===== src/rtl/afc_bsearch_gen.sv =====
// ---------------------------------------------------------------------------
// afc_bsearch_gen
// VCO automatic frequency calibration engine. It runs a binary search over
// the capacitor band. For each code it settles the VCO, gates the analog
// frequency counter for a programmable window, and compares the count against
// the divider target. It keeps the code with the smallest |count - target|.
// An optional +/-1 pass then re-evaluates the neighbours of that best code.
//
// Ports
//   i_clk, i_rstn               clock, asynchronous active-low reset
//   i_afc_en                    rising edge launches a calibration
//   i_divr                      target count
//   i_rg_forceband_en           skip the search and use i_rg_vco_capband
//   i_rg_vco_capband            forced band
//   i_rg_afc_vcostable_time     settle time = (value+1)*STB_UNIT cycles
//   i_rg_afc_cnt_time           count window in cycles, 0 selects 2^TCNT_W
//   i_rg_refine_en              enable the +/-1 refinement pass
//   i_a2d_afc_ncntr             analog counter result
//   o_afc_openloop_en, o_afc_busy   high while a calibration runs
//   o_afc_vco_capband           band driven to the VCO
//   o_afc_cntr_rstn/_en/_datasyn    analog counter reset, gate, result sync
//   o_afc_minerr                best error, saturated to CNT_W bits
//   o_afc_step_cnt              number of codes evaluated
//   o_afc_finish                level, high from completion until next start
// All outputs are registered from the current FSM state, so they trail the
// state by one cycle.
// ---------------------------------------------------------------------------
module afc_bsearch_gen #(
  parameter int CAP_W    = 7,
  parameter int CNT_W    = 15,
  parameter int DIVR_W   = 16,
  parameter int TCNT_W   = 7,
  parameter int STB_UNIT = 16
) (
  input  logic              i_clk,
  input  logic              i_rstn,
  input  logic              i_afc_en,
  input  logic [DIVR_W-1:0] i_divr,
  input  logic              i_rg_forceband_en,
  input  logic [CAP_W-1:0]  i_rg_vco_capband,
  input  logic [1:0]        i_rg_afc_vcostable_time,
  input  logic [TCNT_W-1:0] i_rg_afc_cnt_time,
  input  logic              i_rg_refine_en,
  input  logic [CNT_W-1:0]  i_a2d_afc_ncntr,
  output logic              o_afc_openloop_en,
  output logic [CAP_W-1:0]  o_afc_vco_capband,
  output logic              o_afc_cntr_rstn,
  output logic              o_afc_cntr_en,
  output logic              o_afc_cntr_datasyn,
  output logic [CNT_W-1:0]  o_afc_minerr,
  output logic              o_afc_busy,
  output logic [3:0]        o_afc_step_cnt,
  output logic              o_afc_finish
);

  localparam int K_W   = (CAP_W > 1) ? $clog2(CAP_W) : 1;
  localparam int ERR_W = DIVR_W + 1;
  localparam int STL_W = $clog2(4 * STB_UNIT) + 1;
  localparam int TMR_W = (STL_W > TCNT_W + 1) ? STL_W : TCNT_W + 1;
  localparam logic [CAP_W-1:0] CODE_MID = CAP_W'(1) << (CAP_W - 1);
  localparam logic [CAP_W-1:0] CODE_MAX = {CAP_W{1'b1}};
  localparam logic [K_W-1:0]   K_TOP    = K_W'(CAP_W - 1);

  typedef enum logic [2:0] {
    S_IDLE   = 3'd0,
    S_START  = 3'd1,
    S_SETTLE = 3'd2,
    S_COUNT  = 3'd3,
    S_SYNC   = 3'd4,
    S_EVAL   = 3'd5,
    S_REFINE = 3'd6,
    S_DONE   = 3'd7
  } state_e;

  // Saturate an error magnitude into the CNT_W-bit status field.
  function automatic logic [CNT_W-1:0] sat_cnt(input logic [ERR_W-1:0] val);
    logic [ERR_W-1:0] lim;
    lim = ERR_W'({CNT_W{1'b1}});
    if (val > lim) begin
      sat_cnt = {CNT_W{1'b1}};
    end else begin
      sat_cnt = val[CNT_W-1:0];
    end
  endfunction

  state_e              r_state;
  state_e              w_state_nxt;
  logic                r_afc_en_d;
  logic                w_start;
  logic [CAP_W-1:0]    r_code;
  logic [K_W-1:0]      r_k;
  logic [CAP_W-1:0]    r_best_code;
  logic [ERR_W-1:0]    r_best_err;
  logic [TMR_W-1:0]    r_timer;
  logic [CNT_W-1:0]    r_ncntr;
  logic [1:0]          r_pend;      // [0] minus neighbour pending, [1] plus
  logic [CAP_W-1:0]    r_ref_base;
  logic                r_refining;
  logic                r_forced;

  logic [TMR_W-1:0]    w_settle_ld;
  logic [TCNT_W-1:0]   w_win_m1;
  logic [TMR_W-1:0]    w_win_ld;
  logic [DIVR_W-1:0]   w_ncntr_ext;
  logic [ERR_W-1:0]    w_err;
  logic [ERR_W-1:0]    w_abs;
  logic                w_better;
  logic                w_keep;
  logic [CAP_W-1:0]    w_bit_k;
  logic [CAP_W-1:0]    w_bit_km1;
  logic [CAP_W-1:0]    w_code_kept;
  logic [CAP_W-1:0]    w_ref_base;
  logic                w_ref_minus_ok;
  logic                w_ref_plus_ok;

  logic                r_openloop, w_openloop;
  logic [CAP_W-1:0]    r_capband, w_capband;
  logic                r_cntr_rstn, w_cntr_rstn;
  logic                r_cntr_en, w_cntr_en;
  logic                r_datasyn, w_datasyn;
  logic [CNT_W-1:0]    r_minerr, w_minerr;
  logic [3:0]          r_step_cnt, w_step_cnt;
  logic                r_finish, w_finish;

  // afc_en edge detector; a held-high enable does not retrigger.
  always_ff @(posedge i_clk or negedge i_rstn) begin
    if (!i_rstn) begin
      r_afc_en_d <= 1'b0;
    end else begin
      r_afc_en_d <= i_afc_en;
    end
  end

  // Timer loads, error arithmetic and search/refine decisions.
  always_comb begin
    w_start     = i_afc_en & ~r_afc_en_d;
    w_settle_ld = TMR_W'((int'(i_rg_afc_vcostable_time) + 1) * STB_UNIT - 1);
    // A zero window wraps to all ones, which gives the 2^TCNT_W window.
    w_win_m1    = i_rg_afc_cnt_time - TCNT_W'(1);
    w_win_ld    = TMR_W'(w_win_m1);
    w_ncntr_ext = DIVR_W'(r_ncntr);
    w_err       = {1'b0, w_ncntr_ext} - {1'b0, i_divr};
    if (w_err[ERR_W-1]) begin
      w_abs = ERR_W'(0) - w_err;
    end else begin
      w_abs = w_err;
    end
    w_better = (w_abs < r_best_err);
    w_keep   = ~w_err[ERR_W-1];
    w_bit_k  = CAP_W'(1) << r_k;
    if (r_k != K_W'(0)) begin
      w_bit_km1 = CAP_W'(1) << (r_k - K_W'(1));
    end else begin
      w_bit_km1 = '0;
    end
    if (w_keep) begin
      w_code_kept = r_code;
    end else begin
      w_code_kept = r_code & ~w_bit_k;
    end
    // The base is latched on the first REFINE visit, so a better minus
    // neighbour does not move the plus neighbour.
    if (r_pend == 2'b11) begin
      w_ref_base = r_best_code;
    end else begin
      w_ref_base = r_ref_base;
    end
    w_ref_minus_ok = r_pend[0] && (w_ref_base != '0);
    w_ref_plus_ok  = r_pend[1] && (w_ref_base != CODE_MAX);
  end

  // FSM state register.
  always_ff @(posedge i_clk or negedge i_rstn) begin
    if (!i_rstn) begin
      r_state <= S_IDLE;
    end else begin
      r_state <= w_state_nxt;
    end
  end

  // FSM next-state logic.
  always_comb begin
    w_state_nxt = r_state;
    case (r_state)
      S_IDLE: begin
        if (w_start) w_state_nxt = S_START;
        else         w_state_nxt = S_IDLE;
      end
      S_START: begin
        if (i_rg_forceband_en) w_state_nxt = S_DONE;
        else                   w_state_nxt = S_SETTLE;
      end
      S_SETTLE: begin
        if (r_timer == '0) w_state_nxt = S_COUNT;
        else               w_state_nxt = S_SETTLE;
      end
      S_COUNT: begin
        if (r_timer == '0) w_state_nxt = S_SYNC;
        else               w_state_nxt = S_COUNT;
      end
      S_SYNC: begin
        if (r_timer == '0) w_state_nxt = S_EVAL;
        else               w_state_nxt = S_SYNC;
      end
      S_EVAL: begin
        if (r_refining)               w_state_nxt = S_REFINE;
        else if (r_k != K_W'(0))      w_state_nxt = S_SETTLE;
        else if (i_rg_refine_en)      w_state_nxt = S_REFINE;
        else                          w_state_nxt = S_DONE;
      end
      S_REFINE: begin
        if (w_ref_minus_ok || w_ref_plus_ok) w_state_nxt = S_SETTLE;
        else                                 w_state_nxt = S_DONE;
      end
      S_DONE:  w_state_nxt = S_IDLE;
      default: w_state_nxt = S_IDLE;
    endcase
  end

  // Search datapath: code/bit pointer, timers, sampled count, best tracking.
  always_ff @(posedge i_clk or negedge i_rstn) begin
    if (!i_rstn) begin
      r_code      <= CODE_MID;
      r_k         <= K_TOP;
      r_best_code <= CODE_MID;
      r_best_err  <= '1;
      r_timer     <= '0;
      r_ncntr     <= '0;
      r_pend      <= 2'b00;
      r_ref_base  <= '0;
      r_refining  <= 1'b0;
      r_forced    <= 1'b0;
    end else begin
      case (r_state)
        S_START: begin
          r_code      <= CODE_MID;
          r_k         <= K_TOP;
          r_best_code <= CODE_MID;
          r_best_err  <= '1;
          r_pend      <= 2'b00;
          r_refining  <= 1'b0;
          r_forced    <= i_rg_forceband_en;
          r_timer     <= w_settle_ld;
        end
        S_SETTLE: begin
          if (r_timer == '0) r_timer <= w_win_ld;
          else               r_timer <= r_timer - TMR_W'(1);
        end
        S_COUNT: begin
          if (r_timer == '0) r_timer <= TMR_W'(1);
          else               r_timer <= r_timer - TMR_W'(1);
        end
        S_SYNC: begin
          if (r_timer == '0) r_ncntr <= i_a2d_afc_ncntr;
          else               r_timer <= r_timer - TMR_W'(1);
        end
        S_EVAL: begin
          r_timer <= w_settle_ld;
          if (w_better) begin
            r_best_err  <= w_abs;
            r_best_code <= r_code;
          end
          if (!r_refining) begin
            if (r_k != K_W'(0)) begin
              r_code <= w_code_kept | w_bit_km1;
              r_k    <= r_k - K_W'(1);
            end else begin
              r_code     <= w_code_kept;
              r_pend     <= 2'b11;
              r_refining <= 1'b1;
            end
          end
        end
        S_REFINE: begin
          r_timer <= w_settle_ld;
          if (r_pend == 2'b11) r_ref_base <= r_best_code;
          if (w_ref_minus_ok) begin
            r_code <= w_ref_base - CAP_W'(1);
            r_pend <= 2'b10;
          end else if (w_ref_plus_ok) begin
            r_code <= w_ref_base + CAP_W'(1);
            r_pend <= 2'b00;
          end else begin
            r_pend <= 2'b00;
          end
        end
        default: r_timer <= r_timer;
      endcase
    end
  end

  // FSM output logic (next values of the registered outputs).
  always_comb begin
    w_openloop  = 1'b0;
    w_capband   = r_capband;
    w_cntr_rstn = 1'b0;
    w_cntr_en   = 1'b0;
    w_datasyn   = 1'b0;
    w_minerr    = r_minerr;
    w_step_cnt  = r_step_cnt;
    w_finish    = r_finish;
    case (r_state)
      S_IDLE: begin
        w_openloop = 1'b0;
      end
      S_START: begin
        w_openloop = 1'b1;
        w_finish   = 1'b0;
        w_step_cnt = 4'd0;
      end
      S_SETTLE: begin
        w_openloop = 1'b1;
        w_capband  = r_code;
      end
      S_COUNT: begin
        w_openloop  = 1'b1;
        w_cntr_rstn = 1'b1;
        w_cntr_en   = 1'b1;
      end
      S_SYNC: begin
        w_openloop  = 1'b1;
        w_cntr_rstn = 1'b1;
        w_datasyn   = 1'b1;
      end
      S_EVAL: begin
        w_openloop  = 1'b1;
        w_cntr_rstn = 1'b1;
        w_step_cnt  = r_step_cnt + 4'd1;
      end
      S_REFINE: begin
        w_openloop = 1'b1;
      end
      S_DONE: begin
        w_finish = 1'b1;
        if (r_forced) begin
          w_capband = i_rg_vco_capband;
          w_minerr  = {CNT_W{1'b1}};
        end else begin
          w_capband = r_best_code;
          w_minerr  = sat_cnt(r_best_err);
        end
      end
      default: w_openloop = 1'b0;
    endcase
  end

  // Output registers.
  always_ff @(posedge i_clk or negedge i_rstn) begin
    if (!i_rstn) begin
      r_openloop  <= 1'b0;
      r_capband   <= CODE_MID;
      r_cntr_rstn <= 1'b0;
      r_cntr_en   <= 1'b0;
      r_datasyn   <= 1'b0;
      r_minerr    <= {CNT_W{1'b1}};
      r_step_cnt  <= 4'd0;
      r_finish    <= 1'b0;
    end else begin
      r_openloop  <= w_openloop;
      r_capband   <= w_capband;
      r_cntr_rstn <= w_cntr_rstn;
      r_cntr_en   <= w_cntr_en;
      r_datasyn   <= w_datasyn;
      r_minerr    <= w_minerr;
      r_step_cnt  <= w_step_cnt;
      r_finish    <= w_finish;
    end
  end

  assign o_afc_openloop_en  = r_openloop;
  assign o_afc_busy         = r_openloop;
  assign o_afc_vco_capband  = r_capband;
  assign o_afc_cntr_rstn    = r_cntr_rstn;
  assign o_afc_cntr_en      = r_cntr_en;
  assign o_afc_cntr_datasyn = r_datasyn;
  assign o_afc_minerr       = r_minerr;
  assign o_afc_step_cnt     = r_step_cnt;
  assign o_afc_finish       = r_finish;

endmodule


===== config.mk =====
export PLATFORM = sky130hd
export DESIGN_NAME = afc_bsearch_gen
export DESIGN_NICKNAME = d
export VERILOG_FILES = /design/src/rtl/afc_bsearch_gen.sv
export SDC_FILE = /design/constraint.sdc
export NUM_CORES = 1
export LEC_CHECK = 0
export CAP_MARGIN = 30
export CORE_ASPECT_RATIO = 0.7
export CORE_MARGIN = 2
export CORE_UTILIZATION = 55
export CTS_CLUSTER_SIZE = 24
export DETAILED_ROUTE_END_ITERATION = 16
export GPL_ROUTABILITY_DRIVEN = 0
export PLACE_DENSITY = 0.79
export SYNTH_ARGS = -nofsm -noshare
export SYNTH_HDL_FRONTEND = slang
export SYNTH_SLANG_ARGS = --single-unit

===== constraint.sdc =====
create_clock -name i_clk -period 5.84 [get_ports i_clk]
set_clock_uncertainty 0.05 [all_clocks]
set_input_delay 0.876 -clock i_clk [delete_from_list [all_inputs] [get_ports i_clk]]
set_output_delay 0.876 -clock i_clk [all_outputs]
set_load 0.03 [all_outputs]

==> impl_metrics.env <==
export IMPL_status="finished, final reports clean"
export IMPL_final_setup_viol_count=0
export IMPL_fp_dieArea_um2=14100
export IMPL_required_ns=6.07
export IMPL_drtPass1Iterations=5
export IMPL_drt_iter0_drc=777
export IMPL_synth_area_um2=7210
export IMPL_synth_compound_area_share_pct=23.0
export IMPL_drc_errors=0
export IMPL_ir_drop_mv=0.138
export IMPL_async_flop_share_pct=100
export IMPL_yosys_top_cells_area="dfrtp_1 23%, dfstp_2 13%, ha_1 8.8%"
export IMPL_cp_start_kind="input pin"
export IMPL_grt_usage_pct=27.7
export IMPL_overflow=0
export IMPL_cap_violations=0
export IMPL_area_growth_pct=17.5
export IMPL_synthCells=816
export IMPL_post_route_period_util_pct=88.4
export IMPL_vias_per_cell=6.19
export IMPL_die_w_um=141
export IMPL_finalHoldViolations=0
export IMPL_cts_tree="yes"
export IMPL_fillers=973
export IMPL_die_height_um=99.8
export IMPL_synth_area_mux_share_pct=5.55
export IMPL_p_comb_share_pct=11.1
export IMPL_relSlewSlack_pct=34.9
export IMPL_ys_ff_latch=103
export IMPL_grt_max_degree=59
export IMPL_wirelength_um=18800
export IMPL_yosysSeqAreaShare_pct=36.4
export IMPL_final_antenna_net_count=0
export IMPL_yosys_warnings=0
export IMPL_reg2reg_to="r_best_err[5]"
export IMPL_htreeDepth=3
export IMPL_critPathKind="input pin to flop"
export IMPL_vias=6489
export IMPL_cellInternalPower_uw=1120
export IMPL_dp_hpwl_um=14000
export IMPL_fmax_mhz=194
export IMPL_cts_sinks=103
export IMPL_r2r_slack_ns=1.27
export IMPL_fin_crit_ns=5.16
export IMPL_p_switching_uw=387
export IMPL_synth_avg_cell_area_um2=8.84
export IMPL_crit_arrival_ns=5.39
export IMPL_hold_path_class="input pin to asynchronous set/reset pin"
export IMPL_final_nets=987
export IMPL_core_area_um2=12600
export IMPL_antenna_found_initial=0
export IMPL_portBuffers=83
export IMPL_postCtsHoldBufs=0
export IMPL_synth_top_cells_by_count="74 x nand2_1, 69 x nor2_1, 67 x inv_1, 66 x dfrtp_1, 66 x o21ai_0"
export IMPL_place_inst=1033
export IMPL_synth_cell_types=77
export IMPL_ctsRootBufferMaster="clkbuf_16"
export IMPL_ios=84
export IMPL_cts_setup_buffers=0
export IMPL_grt_pass1_vias=6204
export IMPL_fin_tns_setup_ns=0
export IMPL_switching_share_pct=25.8
export IMPL_stdcell_count=1049
export IMPL_synth_adder_area_share_pct=9.40
export IMPL_p_per_area_nw_per_um2=177
export IMPL_clk_latency_ns=0.35
export IMPL_worst_pin_slew_ns=0.973
export IMPL_worstSetupEndpointType="flop"
export IMPL_synth_xor_area_share_pct=5.07
export IMPL_grt_pass1_wl_um=31300
export IMPL_path_clk_slew_ns=0.07
export IMPL_cts_buffers=9
export IMPL_start_util_pct=57.3
export IMPL_syn_nets=921
export IMPL_cts_repair_resized=0
export IMPL_reg2reg_from="r_ncntr[0]"
export IMPL_clockBufferDepth=2
export IMPL_worst_path_max_fanout=26
export IMPL_power_frac_seq_pct=49.1
export IMPL_synth_top_family_by_area="compound AO/OA/AOI/OAI gates"
export IMPL_rsz0062_at_grt="false"
export IMPL_ys_flop_type="dfrtp_1"
export IMPL_yosysMostFrequentCell="nand2_1"
export IMPL_antenna_cells=0
export IMPL_clkPwrFrac_pct=39.8
export IMPL_synth_edf_count=0
export IMPL_yosys_area_share_simple_pct=14.9
export IMPL_rows=34
export IMPL_p_leak_uw=0.00381
export IMPL_r2r_cells=18
export IMPL_synth_top_area_share_pct=22.9
export IMPL_synth_area_leader_cell="dfrtp_1"
export IMPL_final_max_slew_violation_count=0
export IMPL_layout_drive_gt1_share_pct=12.9
export IMPL_wl_per_cell_um=18.0
[how the worst max path moves through the flow]
stage	startpoint	to	slack (ns)	cells after the start
after floorplan	i_divr[0]	r_best_code[0]	1.10	18
after global routing	i_divr[0]	r_best_err[5]	0.31	18
final	i_divr[0]	r_best_err[5]	0.68	18
after detailed placement	i_divr[0]	r_best_err[5]	0.34	18
after CTS	i_divr[0]	r_best_err[5]	0.71	18
after global placement	i_divr[0]	r_best_err[10]	0.59	18
[cell families after synthesis]
group | after synthesis
AOI/OAI and AO/OA | 252
and+or+nand+nor | 226
buffers and inverters | 106
DFF | 103
adders and majority gates | 53
xor gates and xnor gates | 40
muxes | 36
[power by group through the flow]
stage,clock [uW],sequential (uW),combinational [uW]
2_1_floorplan,0,746,89.1
4_1_cts,608,737,167
6_report,597,738,167
3_3_place_gp,0,750,158
3_5_place_dp,0,750,165
5_1_grt,638,739,188
[cell usage in the layout, fill, tap and decap left out, types with 22 or more instances in the layout]
| cell | instances |
|---|---|
| clkdlybuf4s50_1 | 82 |
| nand2_1 | 74 |
| nor2_1 | 69 |
| inv_1 | 67 |
| o21ai_0 | 66 |
| dfrtp_1 | 66 |
| a21oi_1 | 57 |
| ha_1 | 51 |
| dfstp_2 | 37 |
| mux2_2 | 32 |
| xnor2_1 | 22 |
[cell type report]
| cell class | instances | area [um^2] | share of cell area, % |
|---|---|---|---|
| inverter | 67 | 251 | 2.97 |
| clock inverter | 6 | 51.3 | 0.605 |
| timing repair buffer | 94 | 923 | 10.9 |
| clock buffer | 10 | 239 | 2.82 |
| sequential | 103 | 2620 | 31.0 |
| multi-input combinational | 607 | 4180 | 49.4 |
| tap | 162 | 203 | 2.39 |
[flip-flops by register name (all words and copies together), names as in the netlist, 3 cells and up]
signal,count
r_ref_base,7
r_best_err,17
o_afc_minerr,15
r_best_code,7
r_k,3
r_timer,8
r_ncntr,15
o_afc_step_cnt,4
r_code,7
o_afc_vco_capband,7
r_state,3
[per-stage QoR]
stage          power [uW]  utilization, %  setup WS (ns)  instance area [um^2]  hold WS, ns
2_1_floorplan         835               -           1.10                  7210        0.411
3_3_place_gp          907            64.9          0.590                  8180        0.431
3_5_place_dp          915            65.0          0.338                  8180        0.451
4_1_cts              1510            67.3          0.715                  8470        0.468
5_1_grt              1560            67.3          0.313                  8470        0.486
6_report             1500            67.3          0.678                  8470        0.467
[per-layer routing]
layer	vias up	routed length (um)	global-route usage [%]
li1	3068	-	-
met1	3119	9150	41.8
met2	278	8110	42.2
met3	24	1360	4.72
met4	0	221	6.15
met5	-	0	0
[worst max-delay path, stage by stage]
cell and delay [ns]:
clkdlybuf4s50_1 0.41, ha_1 0.25, fa_1 0.41, nand2b_1 0.21, a21oi_2 0.26, nand2b_1 0.18, xnor2_2 0.17, nand4_1 0.27
o21ai_1 0.26, xnor2_1 0.19, ha_1 0.30, a21o_1 0.16, a211oi_1 0.31, nand3_1 0.11, o21ai_1 0.17, nand2_1 0.29
buf_12 0.27, mux2_2 0.29
No activity file was read; power rests on OpenSTA's default activity.
